**config.mk**
```make
export PLATFORM = sky130hd
export DESIGN_NAME = imm_gen_pipe
export DESIGN_NICKNAME = d
export VERILOG_FILES = /design/src/rtl/imm_gen_pipe_pkg.sv /design/src/rtl/imm_gen_pipe_skid.sv /design/src/rtl/imm_gen_pipe.sv
export SDC_FILE = /design/constraint.sdc
export NUM_CORES = 1
export LEC_CHECK = 0
export BUFFER_PORTS_ARGS = -buffer_cell sky130_fd_sc_hd__buf_2
export CAP_MARGIN = 20
export CORE_UTILIZATION = 25
export CTS_BUF_LIST = sky130_fd_sc_hd__clkbuf_4 sky130_fd_sc_hd__clkbuf_8 sky130_fd_sc_hd__clkbuf_16
export CTS_CLUSTER_SIZE = 16
export DETAILED_ROUTE_END_ITERATION = 6
export PLACE_DENSITY_LB_ADDON = 0.12
export SYNTH_ARGS = -nofsm -noshare
export SYNTH_HDL_FRONTEND = slang
export SYNTH_SLANG_ARGS = --single-unit
export TNS_END_PERCENT = 50
```
**constraint.sdc**
```tcl
create_clock -name clk -period 5.5 [get_ports clk]
set_clock_uncertainty 0.05 [all_clocks]
set_input_delay 1.1 -clock clk [delete_from_list [all_inputs] [get_ports clk]]
set_output_delay 1.1 -clock clk [all_outputs]
set_load 0.02 [all_outputs]
```
**src/rtl/imm_gen_pipe_pkg.sv**
```systemverilog
// rv_imm_pkg: shared types and decode logic for the immediate generator.
//   fmt_e        - instruction format (FMT_NONE is the all-zero encoding so a
//                  cleared record naturally reads as "no format")
//   OP_*         - base opcode constants
//   dec_t        - one decoded instruction; imm is always carried at 64 bits
//                  and narrowed to XLEN by the top level
//   build_dec()  - pure combinational decode of one instruction word
//   skid_state_e - occupancy states of the output skid buffer
package rv_imm_pkg;

    typedef enum logic [2:0] {
        FMT_NONE = 3'd0,
        FMT_R    = 3'd1,
        FMT_I    = 3'd2,
        FMT_S    = 3'd3,
        FMT_B    = 3'd4,
        FMT_U    = 3'd5,
        FMT_J    = 3'd6
    } fmt_e;

    localparam logic [6:0] OP_LOAD   = 7'h03;
    localparam logic [6:0] OP_IMM    = 7'h13;
    localparam logic [6:0] OP_IMM32  = 7'h1B;
    localparam logic [6:0] OP_JALR   = 7'h67;
    localparam logic [6:0] OP_SYSTEM = 7'h73;
    localparam logic [6:0] OP_FENCE  = 7'h0F;
    localparam logic [6:0] OP_STORE  = 7'h23;
    localparam logic [6:0] OP_BRANCH = 7'h63;
    localparam logic [6:0] OP_LUI    = 7'h37;
    localparam logic [6:0] OP_AUIPC  = 7'h17;
    localparam logic [6:0] OP_JAL    = 7'h6F;
    localparam logic [6:0] OP_REG    = 7'h33;
    localparam logic [6:0] OP_REG32  = 7'h3B;

    localparam int unsigned IMM_W = 64;

    typedef enum logic [1:0] {
        SK_EMPTY,
        SK_ONE,
        SK_FULL
    } skid_state_e;

    typedef struct packed {
        logic [6:0]       opcode;
        logic [4:0]       rd;
        logic [2:0]       funct3;
        logic [4:0]       rs1;
        logic [4:0]       rs2;
        logic [6:0]       funct7;
        fmt_e             fmt;
        logic [IMM_W-1:0] imm;
        logic             illegal;
    } dec_t;

    // rv64 enables the *W opcodes (OP_IMM32 / OP_REG32).
    function automatic dec_t build_dec(input logic [31:0] ins, input logic rv64);
        dec_t d;
        fmt_e f;
        d = '0;
        f = FMT_NONE;

        d.opcode = ins[6:0];
        d.rd     = ins[11:7];
        d.funct3 = ins[14:12];
        d.rs1    = ins[19:15];
        d.rs2    = ins[24:20];
        d.funct7 = ins[31:25];

        // Every listed opcode ends in 2'b11, so a compressed-looking word
        // (ins[1:0] != 2'b11) can never match and falls into FMT_NONE.
        case (ins[6:0])
            OP_LOAD, OP_IMM, OP_JALR, OP_SYSTEM, OP_FENCE: f = FMT_I;
            OP_IMM32:  f = rv64 ? FMT_I : FMT_NONE;
            OP_STORE:  f = FMT_S;
            OP_BRANCH: f = FMT_B;
            OP_LUI, OP_AUIPC: f = FMT_U;
            OP_JAL:    f = FMT_J;
            OP_REG:    f = FMT_R;
            OP_REG32:  f = rv64 ? FMT_R : FMT_NONE;
            default:   f = FMT_NONE;
        endcase

        d.fmt     = f;
        d.illegal = (f == FMT_NONE) || (ins[1:0] != 2'b11);

        case (f)
            FMT_I: d.imm = {{52{ins[31]}}, ins[31:20]};
            FMT_S: d.imm = {{52{ins[31]}}, ins[31:25], ins[11:7]};
            FMT_B: d.imm = {{51{ins[31]}}, ins[31], ins[7], ins[30:25], ins[11:8], 1'b0};
            FMT_U: d.imm = {{32{ins[31]}}, ins[31:12], 12'b0};
            FMT_J: d.imm = {{43{ins[31]}}, ins[31], ins[19:12], ins[20], ins[30:21], 1'b0};
            default: d.imm = '0;
        endcase
        return d;
    endfunction

endpackage

```
**src/rtl/imm_gen_pipe_skid.sv**
```systemverilog
// imm_skid_buf: generic valid/ready pipeline buffer carrying a record of type T.
//   SKID=1: two entries (main + skid); in_ready is registered and depends only
//           on occupancy, so the upstream never sees out_ready combinationally.
//   SKID=0: single register; in_ready = !out_valid | out_ready.
// Ports:
//   clk, rst              clock, asynchronous active-high reset
//   in_valid / in_ready   upstream handshake, in_data payload
//   out_valid / out_ready downstream handshake, out_data payload (main entry)
// The output record is cleared on reset and otherwise only changes on a load,
// so it stays stable while out_valid=1 and out_ready=0.
module imm_skid_buf
    import rv_imm_pkg::*;
#(
    parameter type T    = dec_t,
    parameter bit  SKID = 1'b1
) (
    input  logic clk,
    input  logic rst,
    input  logic in_valid,
    output logic in_ready,
    input  T     in_data,
    output logic out_valid,
    input  logic out_ready,
    output T     out_data
);

    if (SKID) begin : g_skid
        skid_state_e state, state_nxt;
        T            main_q, skid_q;
        logic        rdy_q;
        logic        in_xfer, out_xfer;
        logic        load_main, main_from_skid, load_skid;

        always_comb begin
            in_xfer        = in_valid && rdy_q;
            out_xfer       = (state != SK_EMPTY) && out_ready;
            state_nxt      = state;
            load_main      = 1'b0;
            main_from_skid = 1'b0;
            load_skid      = 1'b0;
            case (state)
                SK_EMPTY: begin
                    if (in_xfer) begin
                        state_nxt = SK_ONE;
                        load_main = 1'b1;
                    end
                end
                SK_ONE: begin
                    if (in_xfer && out_xfer) begin
                        load_main = 1'b1;
                    end else if (in_xfer) begin
                        state_nxt = SK_FULL;
                        load_skid = 1'b1;
                    end else if (out_xfer) begin
                        state_nxt = SK_EMPTY;
                    end
                end
                SK_FULL: begin
                    // rdy_q is low here, so only the drain side can move.
                    if (out_xfer) begin
                        state_nxt      = SK_ONE;
                        load_main      = 1'b1;
                        main_from_skid = 1'b1;
                    end
                end
                default: state_nxt = SK_EMPTY;
            endcase
        end

        always_ff @(posedge clk or posedge rst) begin
            if (rst) begin
                state  <= SK_EMPTY;
                rdy_q  <= 1'b0;
                main_q <= '0;
                skid_q <= '0;
            end else begin
                state <= state_nxt;
                // Registered copy of (state != FULL) for the next cycle.
                rdy_q <= (state_nxt != SK_FULL);
                if (load_main) begin
                    main_q <= main_from_skid ? skid_q : in_data;
                end
                if (load_skid) begin
                    skid_q <= in_data;
                end
            end
        end

        assign in_ready  = rdy_q;
        assign out_valid = (state != SK_EMPTY);
        assign out_data  = main_q;
    end else begin : g_reg
        T     data_q;
        logic valid_q;
        logic alive_q;
        logic in_xfer;

        assign in_xfer = in_valid && in_ready;

        always_ff @(posedge clk or posedge rst) begin
            if (rst) begin
                data_q  <= '0;
                valid_q <= 1'b0;
                alive_q <= 1'b0;
            end else begin
                alive_q <= 1'b1;
                if (in_xfer) begin
                    data_q  <= in_data;
                    valid_q <= 1'b1;
                end else if (out_ready) begin
                    valid_q <= 1'b0;
                end
            end
        end

        // alive_q keeps in_ready low until the first edge after reset.
        assign in_ready  = alive_q && (!valid_q || out_ready);
        assign out_valid = valid_q;
        assign out_data  = data_q;
    end

endmodule

```
**src/rtl/imm_gen_pipe.sv**
```systemverilog
// imm_gen_pipe: pipelined RV32/RV64 immediate generator and field splitter.
// Decodes format, register/funct fields and the sign-extended immediate of
// each accepted instruction and presents them one cycle later through an
// output buffer (2-entry skid when SKID=1).
// Parameters: XLEN (32 or 64) immediate width; SKID buffer depth select.
// Ports:
//   clk, rst              clock, asynchronous active-high reset
//   in_valid/in_ready/ins fetch-side handshake and raw instruction word
//   out_valid/out_ready   register-read-side handshake
//   opcode rd funct3 rs1 rs2 funct7  raw instruction fields
//   fmt                   decoded format (rv_imm_pkg::fmt_e encoding)
//   imm                   sign-extended immediate, 0 for R and NONE formats
//   illegal               unknown opcode or ins[1:0] != 2'b11
module imm_gen_pipe
    import rv_imm_pkg::*;
#(
    parameter int unsigned XLEN = 32,
    parameter bit          SKID = 1'b1
) (
    input  logic            clk,
    input  logic            rst,
    input  logic            in_valid,
    output logic            in_ready,
    input  logic [31:0]     ins,
    output logic            out_valid,
    input  logic            out_ready,
    output logic [6:0]      opcode,
    output logic [4:0]      rd,
    output logic [2:0]      funct3,
    output logic [4:0]      rs1,
    output logic [4:0]      rs2,
    output logic [6:0]      funct7,
    output logic [2:0]      fmt,
    output logic [XLEN-1:0] imm,
    output logic            illegal
);

    dec_t dec_in;
    dec_t dec_q;

    always_comb begin
        dec_in = build_dec(ins, XLEN == 64);
    end

    imm_skid_buf #(
        .T    (dec_t),
        .SKID (SKID)
    ) u_buf (
        .clk       (clk),
        .rst       (rst),
        .in_valid  (in_valid),
        .in_ready  (in_ready),
        .in_data   (dec_in),
        .out_valid (out_valid),
        .out_ready (out_ready),
        .out_data  (dec_q)
    );

    assign opcode  = dec_q.opcode;
    assign rd      = dec_q.rd;
    assign funct3  = dec_q.funct3;
    assign rs1     = dec_q.rs1;
    assign rs2     = dec_q.rs2;
    assign funct7  = dec_q.funct7;
    assign fmt     = dec_q.fmt;
    assign illegal = dec_q.illegal;
    // The record always carries a 64-bit sign-extended immediate; for
    // XLEN=32 the low half is already the correct 32-bit value.
    assign imm     = dec_q.imm[XLEN-1:0];

    if (XLEN < IMM_W) begin : g_narrow
        logic unused_imm_hi;
        assign unused_imm_hi = ^dec_q.imm[IMM_W-1:XLEN];
    end

endmodule

```
Yosys cells after proc, flatten, opt, wreduce, memory -nomap -nowiden
Cells that the tools add are included.

storage, ports and cells
  register bits after elaboration = 171
  output and inout bits = 70

cells by class
  equal/unequal tests = 20
  mux-type cells = 16
  reduce and logical (&&, ||, !) cells = 9

operators by type and width
  kind                                                              number
  64-bit case mux with 5 select lines                               1
  100-bit two-way mux                                               1
  7-bit == test (second input constant)                             4
  7-bit by 6-bit == test with 1-bit output (second input constant)  3
  3-bit case mux with 6 select lines                                1
  7-bit by 5-bit == test with 1-bit output (second input constant)  2
  2-bit two-way mux                                                 5
  3-bit == test (second input constant)                             3
  7-bit by 2-bit == test with 1-bit output (second input constant)  1
  7-bit by 4-bit == test with 1-bit output (second input constant)  1
  3-bit by 2-bit == test with 1-bit output (second input constant)  2
  1-bit two-way mux                                                 6
  2-bit case mux with 3 select lines                                1
  5-bit OR reduction                                                1
  2-bit inequality test (second input constant)                     2
  1-bit logical AND                                                 3
  3-bit logical NOT                                                 1
  1-bit case mux with 3 select lines                                1
  2-bit by 1-bit == test with 1-bit output (second input constant)  1
  2-bit == test (second input constant)                             1
  2-bit logical NOT                                                 1
  2-bit nonzero test                                                1
  2-bit OR reduction                                                1
  1-bit logical OR                                                  1

Logic depth before layout (Yosys ltp)
Gate-level depths: netlist (run 1).

  word-level depth = 7
  gate-level depth with buffers = 9

Modules after synthesis
A second synthesis (run 1) with hierarchy kept.

unflattened totals
  cells, all modules = 665
  area total of the unflattened synthesis = 9899.5 um^2

modules (own cells, without submodules)
  module        instances  cells each  area each (um^2)
  imm_skid_buf  1          551         9206.3
  imm_gen_pipe  1          114         693.2

Least setup slack after synthesis (run 1)
No wires, ideal clock.

  path type = in2reg
  start = in ins[2]
  end = reg u_buf.g_skid.main_q, in the netlist u_buf.out_data[6]
  setup time = 0.074 ns
  arrival = 2.322 ns
  data required time = 5.376 ns
  setup slack = 3.054 ns
  stages on the path = 9
  path through = buf_6 or2_1 buf_6 a211oi_4 or2_1 buf_6 nor2_4 buf_12 o21ai_2

on the way
  cells in the longest elaborated chain, start to end = 6

RTL lines
  element                                                                           RTL line                 source
  start: declaration                                                                imm_gen_pipe.sv:24       input logic [31:0] ins,
  7-bit by 2-bit == test with 1-bit output, or another cell as far along            imm_gen_pipe_pkg.sv:71   case (ins[6:0])
  5-bit OR reduction / 2-bit OR reduction (equally long branches)                   imm_gen_pipe_pkg.sv:71
  3-bit case mux with 6 select lines *                                              imm_gen_pipe_pkg.sv:71
  3-bit == test / 3-bit by 2-bit == test with 1-bit output (equally long branches)  imm_gen_pipe_pkg.sv:86   case (f)
  64-bit case mux with 5 select lines *                                             imm_gen_pipe_pkg.sv:86
  100-bit two-way mux *                                                             imm_gen_pipe_skid.sv:81  main_q <= main_from_skid ? skid_q : in_data;
  end signal: assignment                                                            imm_gen_pipe_skid.sv:81
  end: declaration                                                                  imm_gen_pipe_skid.sv:29  T main_q, skid_q;

Mark *: on every way between the ends. The rest lies on a longest branch, timed or not.
A chain may end at the register's enable or synchronous reset.

Worst setup path in the final report (run 1)
  start = in ins[2]
  end = reg u_buf.g_skid.main_q, in the netlist u_buf.out_data[23]

Same word-level chain as after synthesis.

==> impl_results.md, run 1 <==
* Peak VDD IR at 0.000210 V
* Largest net degree at the start of global routing at slightly above 90
* Worst path required time at 5.73 ns
* # setup viols final at 0
* Worst hold slack at roughly 0.42 ns
* DRT Pass-1 Iters at 5
* GRT Total Usage at around 16%
* DRT iter0 DRCs at 387
* Worst setup path endpoint: u_buf.out_data[23]
* Post-route cell area at 7540 µm²
* # DRC at 0
* Post-CTS Setup Inserts at 0
* Ys Warns at 0
* Static Leak at around 3.6 nW
* Area Growth Syn to Fin at 23.4%
* Cell count of the worst reg-to-reg path at 6
* Tmin final at just under 3 ns
* FILL cells at 2462
* R2R Setup Slk at around 2.9 ns
* Drt total wl at 19300 µm
* Number of library cell types mapped by synthesis at 52
* Total negative setup slack at 0 ns
* Cells along the critical path: buf_2 -> or2_1 -> nor2_4 -> o31ai_1 -> buf_4 -> nand2b_1 -> nand2_1
* Share of cells above drive strength 1 at 24.6%
* Wire per inst at 18.5 µm
* Die height at about 160 µm
* Synthesized area at between 6000 and 7000 µm²
* Number of global-route vias before repair at 4998
* # rows at 56
* Hold/Removal Path Class: reg2reg
* GRT overflow at 0
* CP peak stage delay at around 0.43 ns
* Reg clk slew, reported paths at about 0.06 ns
* Synth Net Count at 658
* Post-synth EDFFs at 0
* Hold Vio Cnt, Final at 0
* # IOs at approximately 110
* PortBufs at 105
* Root Buffer: clkbuf_16
* Hpwl dp at ~13000 µm
* Worst-path fanout max at 19
* GPL Wtd Cong at roughly 0.77
* Worst-margin pin slew at 0.953 ns
* Commonest non-fill, non-tap cell in the layout: dfrtp_1
* First-pass GRT wire length at about 30000 µm
* Initial Util at 25.7%
* Worst reg2reg path endpoint: u_buf.out_data[22]
* Mapped Avg Cell Area at between 9 and 10 µm²
* Worst-Skew Late Latency at a little over 0.4 ns
* Most frequent cells in the layout: 139 x dfrtp_1, 135 x nand2_1, 105 x buf_2, 77 x nor2_1, 31 x a21oi_1
* DIE AREA at roughly 25000 µm²
* Max Slew Vio Count at 0
* CP startpoint kind: input port
* Number of diodes at 0
* Critical path launch point: ins[2]
* Clk sinks at 139
* Worst hold start: u_buf.g_skid.skid_q[74]
* Crit end category: flip-flop
* Post-CTS Hold Fix Bufs at 0
* Launching point of the worst reg2reg path: u_buf.g_skid.state[1]
* Synth Register Bits at 139
* Slew margin rel. at approximately 36%
* Vias per inst at approximately 4.9
* CTS tree: built
* Final ANT Viol Nets at 0
* Register area share after synthesis at 56.9%
* FMAX at around 0.35 GHz
* Max Cap Viol at 0
* Core area at between 20000 and 25000 µm²
* Die X-Extent at 158 µm
* Top_reg_cell synth: dfrtp_1
* Num CTS Buffers at 17
* Worst-case clock buffer depth at 2
* Cell Pwr Density at just over 500 nW/µm²
* Post_cts resized at 0
* WP data arrival at 3.12 ns
* Ys async rst share at 100%
* Final net count at between 700 and 800
* Final period util at between 50 and 60%
* Post-Syn Instances at slightly above 600
* H-tree depth at 4
* Min-Delay Path Depth at 2
* Setup CP Type: in2reg
* Placed cell areas at about 7000 µm²
* Via Count at roughly 5100
* RSZ-0062 raised after global routing: false
* Initial antenna violation count at 0
* Critical Path Slowest Stage Cell: nand2b_1
* Status: finished clean
worst min-delay path by stage:
stage / end
final: u_buf.g_skid.skid_q[74]
after floorplan: u_buf.g_skid.skid_q[75]
after CTS: u_buf.g_skid.skid_q[91]
after detailed placement: u_buf.g_skid.skid_q[90]
after global routing: u_buf.g_skid.skid_q[93]
after global placement: u_buf.g_skid.skid_q[89]
cell usage after synthesis, drive strengths merged (2+ instances only):
cell       n  area (µm²)
a22o       9        78.8
or2        6        37.5
o21bai     2        15.0
nand2    136         510
nand3      4        20.0
nand2b     4        25.0
buf       30         179
nor2b      3        18.8
inv       10        37.5
nand4b     2        17.5
a222oi    11         110
o21ai     26         168
nand3b     4        30.0
o31ai      2        15.0
o211ai     4        30.0
o2111ai    2        17.5
nor3       3        15.0
a21oi     31         155
dfrtp    139        3480
or3b       3        26.3
clkbuf    14        52.6
a211o      8        70.1
o22ai     27         169
a221oi     4        35.0
a22oi     17         128
nor2      87         357
a221o     13         130
mux2i      2        20.0
a31oi      6        43.8
layout make-up:
type                    instances  area (µm²)  share of cell area [%]
flip-flops and latches        139        3480                    46.1
multi-input cells             429        2390                    31.6
repair buffers                114         626                    8.30
clock buffers                  22         494                    6.55
well taps                     319         399                    5.29
clock inverters                10         114                    1.51
inverters                      10        42.5                   0.564
cells by family (layout without fill, tap and decap cells):
| group | Yosys count | after routing | synth area share (%) |
|---|---|---|---|
| compound gates | 166 | 166 | 19.8 |
| buf+inv | 54 | 156 | 4.40 |
| flops | 139 | 139 | 56.9 |
| mux | 3 | 3 | 0.512 |
| simple gates | 260 | 260 | 18.4 |
flip-flops by register name (all words and copies together), names as in the netlist:
register and cells:
u_buf.g_skid.skid_q 68, u_buf.g_skid.state 2, u_buf.in_ready 1, u_buf.out_data 68
power breakdown:
group          internal (W)  leakage [nW]  total (W)  switching [W]
registers           0.00139          1.75    0.00160       0.000215
clock network      0.000726         0.290    0.00117       0.000447
logic              0.000383          1.60    0.00111       0.000722
total               0.00250          3.64    0.00388        0.00138
worst max-delay path, delay by kind of cell:
| family | cells | cell delay, ns |
|---|---|---|
| and+or+nand+nor | 4 | 1.08 |
| buffers and inverters | 2 | 0.57 |
| AOI/OAI and AO/OA | 1 | 0.34 |
routing by layer:
layer / share of wire [%] / track usage (%)
met1: 50 / 23.1
met2: 45 / 23.8
met3: 4.0 / 3.38
met4: 0.94 / 4.81
met5: 0 / 0
metrics by stage:
| stage | std cells | worst slack, ns | util (%) | total power [W] |
|---|---|---|---|---|
| finish | 1043 | 2.60 | 31.7 | 0.00388 |
| global route | 1043 | 2.42 | 31.7 | 0.00413 |
| CTS | 1042 | 2.58 | 31.6 | 0.00393 |
| detailed placement | 1010 | 2.14 | 29.1 | 0.00274 |
| global placement | 1009 | 2.17 | 29.0 | 0.00270 |
| floorplan | 622 | 0.625 | - | 0.00230 |
(Power assumes the default switching activity.)
==> inputs of run 2 (changes only) <==
--- a/config.mk
+++ b/config.mk
@@ -5,6 +5,7 @@
 export SDC_FILE = /design/constraint.sdc
 export NUM_CORES = 1
 export LEC_CHECK = 0
+export ABC_AREA = 1
 export BUFFER_PORTS_ARGS = -buffer_cell sky130_fd_sc_hd__buf_2
 export CAP_MARGIN = 20
 export CORE_UTILIZATION = 25
==> constraint.sdc (replaced) <==
create_clock -name clk -period 3 [get_ports clk]
set_clock_uncertainty 0.05 [all_clocks]
set_input_delay 0.6 -clock clk [delete_from_list [all_inputs] [get_ports clk]]
set_output_delay 0.6 -clock clk [all_outputs]
set_load 0.02 [all_outputs]
==> run 2 against run 1 <==
Final cell count increased by 17%. Die area increased by 5.7%. Non-clock buffer count increased by 2. Synthesized cell count increased by 26%. Wire length increased by 4.0%. Clock-buffer cell count decreased by 1. Register-to-register slack got worse by 1.8 ns. Critical endpoint is now u_buf.out_data[9]. Largest cell class unchanged.
==> impl_results.md, run 2 <==
* Post-Syn Instances at 781 (+26%)
* Register area share after synthesis at 53.8% (-3.1 points)
* Worst-margin pin slew at 0.596 ns (-0.357 ns)
* CTS tree: built
* Internal Power at 0.00486 W (+95%)
* Worst path required time at 3.30 ns (-2.43 ns)
* Total negative setup slack at 0 ns (unchanged)
* Mapped Avg Cell Area at 8.28 µm² (-16%)
* Die X-Extent at 163 µm (+2.8%)
* Max Cap Viol at 0 (unchanged)
* Launching point of the worst reg2reg path: u_buf.g_skid.state[1]
* Worst-Skew Late Latency at 0.42 ns (about the same)
* Tmin final at ~1.9 ns
* Synthesized area at 6470 µm² (+5.8%)
* Number of library cell types mapped by synthesis at 27 (-48%)
* FMAX at 0.530 GHz
* GPL Wtd Cong at 0.722 (-6.3%)
* Hold/Removal Path Class: in2async
* # IOs at 106 (unchanged)
* First-pass GRT wire length at 31900 µm (+7.7%)
* Worst-case clock buffer depth at 2 (unchanged)
* Post-synthesis simple-gate area fraction at 29.7% (+11 points)
* Sw Ratio at 35.9% (+0.25 points)
* Final period util at 62.9%
* Initial Util at 25.6% (-0.12 points)
* Compound-Gate Fraction of Synth Area at 9.97% (-9.8 points)
* Leading cell type by number of instances after synthesis: nand2_1
* CP startpoint kind: flip-flop
* GRT overflow at 0 (unchanged)
* Top_reg_cell synth: dfrtp_1
* Post-CTS Hold Fix Bufs at 0 (unchanged)
* Slew margin rel. at 60.3% (+24 points)
* Power Total at 0.00759 W (+96%)
* Worst-path fanout max at 30 (+11)
* Wire per inst at 16.5 µm (-11%)
* Psw at 0.00273 W (+97%)
* Post-route cell area at 7960 µm² (+5.5%)
* WP data arrival at 2.19 ns (-0.93 ns)
* Static Leak at 4.30 nW (+18%)
* Final ANT Viol Nets at 0 (unchanged)
* Hold Vio Cnt, Final at 0 (unchanged)
* Ys Warns at 0 (unchanged)
* DRT Pass-1 Iters at 5 (unchanged)
* Main combinational cell family by area after synthesis: simple AND/OR/NAND/NOR gates
* Vias per inst at 4.40 (-10%)
* Root Buffer: clkbuf_16
* XOR/XNOR share of the synthesized area at 0% (unchanged)
* Ys async rst share at 100% (unchanged)
* Most common library cells after synthesis: 274 x nand2_1, 139 x dfrtp_1, 118 x nor2_1, 39 x o21ai_0, 35 x a22oi_1
* GRT Total Usage at 15.9% (-0.097 points)
* Final net count at 908 (+22%)
* Placed cell areas at 7250 µm² (+5.0%)
* Peak VDD IR at 0.000433 V (+110%)
* Max Slew Vio Count at 0 (unchanged)
* RSZ-0062 raised after global routing: false
* Synth Register Bits at 139 (unchanged)
* Multiplexer share of the synthesized area at 0% (-0.51 points)
* Cell count of the worst reg-to-reg path at 10 (+4)
* Synth top area cells: dfrtp_1 54%, nand2_1 16%, nor2_1 6.8%
* R2R Setup Slk at 1.11 ns (-1.83 ns)
* Drt total wl at 20100 µm (+4.0%)
* Reg power frac at 37.0% (-4.3 points)
* Num CTS Buffers at 17 (unchanged)
* H-tree depth at 4 (unchanged)
* Post_cts resized at 0 (unchanged)
* Initial antenna violation count at 2 (+2)
* Crit end category: flip-flop
* Core area at 25300 µm² (+6.3%)
* DIE AREA at 26500 µm² (+5.7%)
* Clk sinks at 139 (unchanged)
* Synth Net Count at 817 (+24%)
* Largest net degree at the start of global routing at 100 (+8.7%)
* Share of the synthesized area in the top cell type at 53.8% (-3.1 points)
* # rows at 58 (+3.6%)
* DP Cell Count at 1183 (+17%)
* Post-synthesis adder-cell area fraction at 0% (unchanged)
* # setup viols final at 0 (unchanged)
* Clock Power Share at 33.7% (+3.5 points)
* Area Growth Syn to Fin at 23.0%
* Cell Pwr Density at 954 nW/µm² (+85%)
* Status: finished clean
* Worst reg2reg path endpoint: u_buf.out_data[9]
* Final std cells w/o fill at 1216 (+17%)
* Via Count at 5352 (+5.0%)
* Setup CP Type: reg2reg
* Post-CTS Setup Inserts at 0 (unchanged)
* Hpwl dp at 13000 µm (+3.2%)
* PortBufs at 105 (unchanged)
* Leading area contributor after synthesis: dfrtp_1
* Number of global-route vias before repair at 5483 (+9.7%)
* # DRC at 0 (unchanged)
* Share of cells above drive strength 1 at 22.7% (-1.9 points)
* Most frequent cells in the layout: 274 x nand2_1, 139 x dfrtp_1, 118 x nor2_1, 105 x buf_2, 39 x o21ai_0
* Combinational power share at 29.3% (+0.8 points)
* Post-synth EDFFs at 0 (unchanged)
* Commonest non-fill, non-tap cell in the layout: nand2_1
* DRT iter0 DRCs at 309 (-20%)
* Reg clk slew, reported paths at 0.06 ns (about the same)
* Die height at 163 µm (+2.8%)
-- run 2: changes by cell type in the layout (fill, tap and decap cells not counted), sizes merged, moves of 9 or more --
cell	delta
a21oi	-16
a221o	-13
a222oi	-11
a22o	-9
a22oi	+18
inv	+29
nand2	+157
nand3	+10
nor2	+37
nor3	+17
o21ai	+15
o22ai	-19
-- run 2: logic make-up after synthesis --
kind of cell           after synthesis
AND/OR/NAND/NOR                    453
flip-flops                         139
AO/OA/AOI/OAI                      105
buffers and inverters               84
-- run 2: power groups by stage --
stage          Combinational [W]  Sequential [W]  Clock [W]
5_1_grt                  0.00250         0.00288    0.00270
2_1_floorplan            0.00121         0.00313          0
6_report                 0.00223         0.00280    0.00256
3_3_place_gp             0.00227         0.00284          0
3_5_place_dp             0.00228         0.00284          0
4_1_cts                  0.00229         0.00281    0.00262
-- run 2: worst max path at each step --
stage | from | endpoint | slack, ns
after CTS | u_buf.g_skid.state[1] | u_buf.out_data[10] | 1.10
after global routing | u_buf.g_skid.state[1] | u_buf.out_data[10] | 0.96
after detailed placement | ins[0] | u_buf.g_skid.skid_q[11] | 0.75
after global placement | ins[1] | u_buf.out_data[10] | 0.80
after floorplan | rst | u_buf.g_skid.skid_q[0] | 0.61
final | u_buf.g_skid.state[1] | u_buf.out_data[9] | 1.11
-- run 2: per-stage QoR --
stage	setup slack, ns	utilization, %	hold slack (ns)
after global placement	0.798	28.7	0.409
after CTS	1.10	31.5	0.324
after floorplan	0.615	-	0.399
final	1.11	31.5	0.252
after global routing	0.956	31.5	0.332
after detailed placement	0.749	28.7	0.412
-- run 2: worst max-delay path: stages (launching register included) --
cell     delay, ns
dfrtp_1       0.40
inv_2         0.11
nand2_2       0.06
nand2_1       0.09
nand2_1       0.07
nand3_2       0.07
inv_2         0.06
nor2_8        0.23
buf_4         0.44
a22oi_1       0.12
nand2_1       0.10
-- run 2: final cells by class --
type,count,area (µm²)
multi-input combinational,558,2570
antenna,1,2.50
tap,330,413
clock buffer,21,468
sequential,139,3480
timing repair buffer,116,633
clock inverter,11,239
inverter,40,156
fill,2741,17300
-- run 2: per-layer routing --
metal,up-vias,GRT usage [%],share of wire (%)
li1,2665,-,-
met1,2564,21.4,48
met4,2,3.53,0.60
met3,12,3.67,4.4
met2,109,25.8,47
met5,-,0,0.065
==> inputs of run 3 (changes only) <==
--- a/config.mk
+++ b/config.mk
@@ -5,7 +5,7 @@
 export SDC_FILE = /design/constraint.sdc
 export NUM_CORES = 1
 export LEC_CHECK = 0
-export ABC_AREA = 1
+export ABC_AREA = 0
 export BUFFER_PORTS_ARGS = -buffer_cell sky130_fd_sc_hd__buf_2
 export CAP_MARGIN = 20
 export CORE_UTILIZATION = 25
==> constraint.sdc (replaced) <==
create_clock -name clk -period 1.5 [get_ports clk]
set_clock_uncertainty 0.05 [all_clocks]
set_input_delay 0.3 -clock clk [delete_from_list [all_inputs] [get_ports clk]]
set_output_delay 0.3 -clock clk [all_outputs]
set_load 0.02 [all_outputs]
==> run 3 against run 2 <==
The flow now finishes with violations (negative setup slack). Non-clock buffer count is 97 higher. Flip-flop and latch count stayed put. Clock power is 76% higher. Core utilization is 7.1 points higher. Hold slack got worse by 0.16 ns. Via count increased by 1.8%. Final cell count is 5.8% lower. Sequential share of layout area decreased by 5.8 points. Global-route usage grew 1.8 points. Critical path type unchanged. Critical endpoint is now u_buf.out_data[79]. Largest power group unchanged.
==> impl_results.md, run 3 (synthesized netlist as in run 1, its figures left out) <==
* Die X-Extent at 158 µm (-2.8%)
* FMAX at 0.583 GHz (+10%)
* CP peak stage delay at 0.40 ns (-0.04 ns)
* GRT overflow at 0 (unchanged)
* Final net count at 850 (-6.4%)
* CP Depth at 6 (-4)
* Via Count at 5451 (+1.8%)
* Area Growth Syn to Fin at 50.2%
* Die height at 158 µm (-2.8%)
* Critical Path Slowest Stage Cell: dfrtp_1
* Static Leak at 4.38 nW (+1.9%)
* Max Cap Viol at 0 (unchanged)
* Cells along the critical path: buf_6 -> and3b_2 -> nand2_4 -> buf_4 -> nor2_1 -> a221o_1
* Post-route cell area at 9180 µm² (+15%)
* Setup CP Type: reg2reg
* GRT Total Usage at 17.8% (+1.8 points)
* DIE AREA at 25100 µm² (-5.4%)
* FILL cells at 2349 (-14%)
* # setup viols final at 133 (+133)
* # DRC at 0 (unchanged)
* Root Buffer: clkbuf_16
* Fin util at 38.6% (+7.1 points)
* Core area at 23800 µm² (-5.9%)
* CP startpoint kind: flip-flop
* Cell Pwr Density at 1740 nW/µm² (+83%)
* First-pass GRT wire length at 33100 µm (+3.9%)
* Tmin final at 1.72 ns (-0.173 ns)
* # rows at 56 (-3.4%)
* Initial antenna violation count at 2 (unchanged)
* Failing checks: negative setup slack
* Drt total wl at 21700 µm (+8.2%)
* Power Total at 0.0160 W (+110%)
* Initial Util at 25.7% (+0.12 points)
* Cell count of the worst reg-to-reg path at 6 (-4)
* Worst Path Buf+Inv at 2 (-1)
* Worst-margin pin slew at 0.488 ns (-0.107 ns)
* Final ANT Viol Nets at 0 (unchanged)
* Share of cells above drive strength 1 at 43.2% (+20 points)
* Wire per inst at 18.9 µm (+15%)
* Slew margin rel. at 67.2% (+6.9 points)
* WP data arrival at 1.96 ns (-0.23 ns)
* Most frequent cells in the layout: 139 x dfrtp_1, 106 x nand2_1, 103 x buf_2, 72 x nor2_1, 56 x buf_4
* RSZ-0062 raised after global routing: true
* Vias per inst at 4.76 (+8.1%)
* Worst path required time at 1.74 ns (-1.56 ns)
* Hold Vio Cnt, Final at 0 (unchanged)
* Placed cell areas at 7560 µm² (+4.4%)
* H-tree depth at 4 (unchanged)
* Largest net degree at the start of global routing at 58 (-42%)
* # IOs at 106 (unchanged)
* Final std cells w/o fill at 1146 (-5.8%)
* Fin worst setup slack at -0.215 ns (-1.33 ns)
* CP top delay family: simple AND/OR/NAND/NOR gates
* Hold/Removal Path Class: in2reg
* Reg clk slew, reported paths at 0.06 ns (about the same)
* Peak VDD IR at 0.000687 V (+59%)
* Min-Delay Path Depth at 3
* Worst-Skew Late Latency at 0.41 ns (about the same)
* DRT Pass-1 Iters at 5 (unchanged)
* Number of diodes at 0 (-1)
* Final period util at 114% (+51 points)
* GPL Wtd Cong at 0.807 (+12%)
* Num CTS Buffers at 17 (unchanged)
* Number of global-route vias before repair at 5609 (+2.3%)
* CTS tree: built
* Clk sinks at 139 (unchanged)
* Commonest non-fill, non-tap cell in the layout: dfrtp_1
* Status: finished with violations
* Max Slew Vio Count at 0 (unchanged)
* Hpwl dp at 14000 µm (+7.4%)
* DP Cell Count at 1083 (-8.5%)
* DRT iter0 DRCs at 367 (+19%)
* Worst hold slack at 0.0890 ns (-0.163 ns)
* Worst-case clock buffer depth at 2 (unchanged)
* Crit end category: flip-flop
* PortBufs at 105 (unchanged)
* Worst-path fanout max at 13 (-57%)
[run 3: final cells by class]
class	instances	area [µm²]	area share, %
clock inverters	11	168	1.83
multi-input cells	433	2840	30.9
well taps	319	399	4.35
flip-flops and latches	139	3480	37.9
repair buffers	213	1800	19.6
clock buffers	21	455	4.96
inverters	10	41.3	0.450
[run 3: worst reg2reg max path, stage by stage, from the launching register on]
cell,delay (ns)
dfrtp_1,0.40
buf_6,0.13
and3b_2,0.27
nand2_4,0.15
buf_4,0.26
nor2_1,0.07
a221o_1,0.26
[run 3: power by group]
part           switching, W  total (W)  internal [W]
clock network       0.00165    0.00451       0.00286
registers          0.000864    0.00595       0.00509
logic               0.00314    0.00552       0.00239
[run 3: path summary, 6_finish.rpt]
path / start / to / slack, ns
max reg2reg: u_buf.in_ready / u_buf.out_data[79] / -0.22
min in group asynchronous: rst / u_buf.out_data[80] / 0.34
max in group asynchronous: rst / u_buf.g_skid.skid_q[66] / 0.46
min reg2reg: u_buf.g_skid.skid_q[65] / u_buf.g_skid.skid_q[65] / 0.43
max: u_buf.in_ready / u_buf.out_data[79] / -0.22
min: ins[18] / u_buf.g_skid.skid_q[83] / 0.09
[run 3: routing by layer]
layer,GRT usage (%),part of all wire [%],vias up
li1,-,-,2591
met1,24.1,48,2734
met2,27.8,47,109
met3,4.44,3.9,13
met4,5.17,0.65,4
met5,0,0.12,-
[run 3: through the flow]
| stage | setup TNS (ns) | setup WS [ns] |
|---|---|---|
| 5_1_grt | -27.08 | -0.298 |
| 3_3_place_gp | -33.39 | -0.491 |
| 6_report | -15.42 | -0.215 |
| 4_1_cts | -13.05 | -0.175 |
| 2_1_floorplan | -93.42 | -0.585 |
| 3_5_place_dp | -35.76 | -0.453 |
[run 3: what timing repair did]
item,CTS,global route
endpoints found under the hold margin,6,0
pin swaps,47,41
gates resized for setup,86,74
hold buffers,1,0
setup buffers,13,8
gates cloned,5,6
endpoints found under the setup margin,123,140
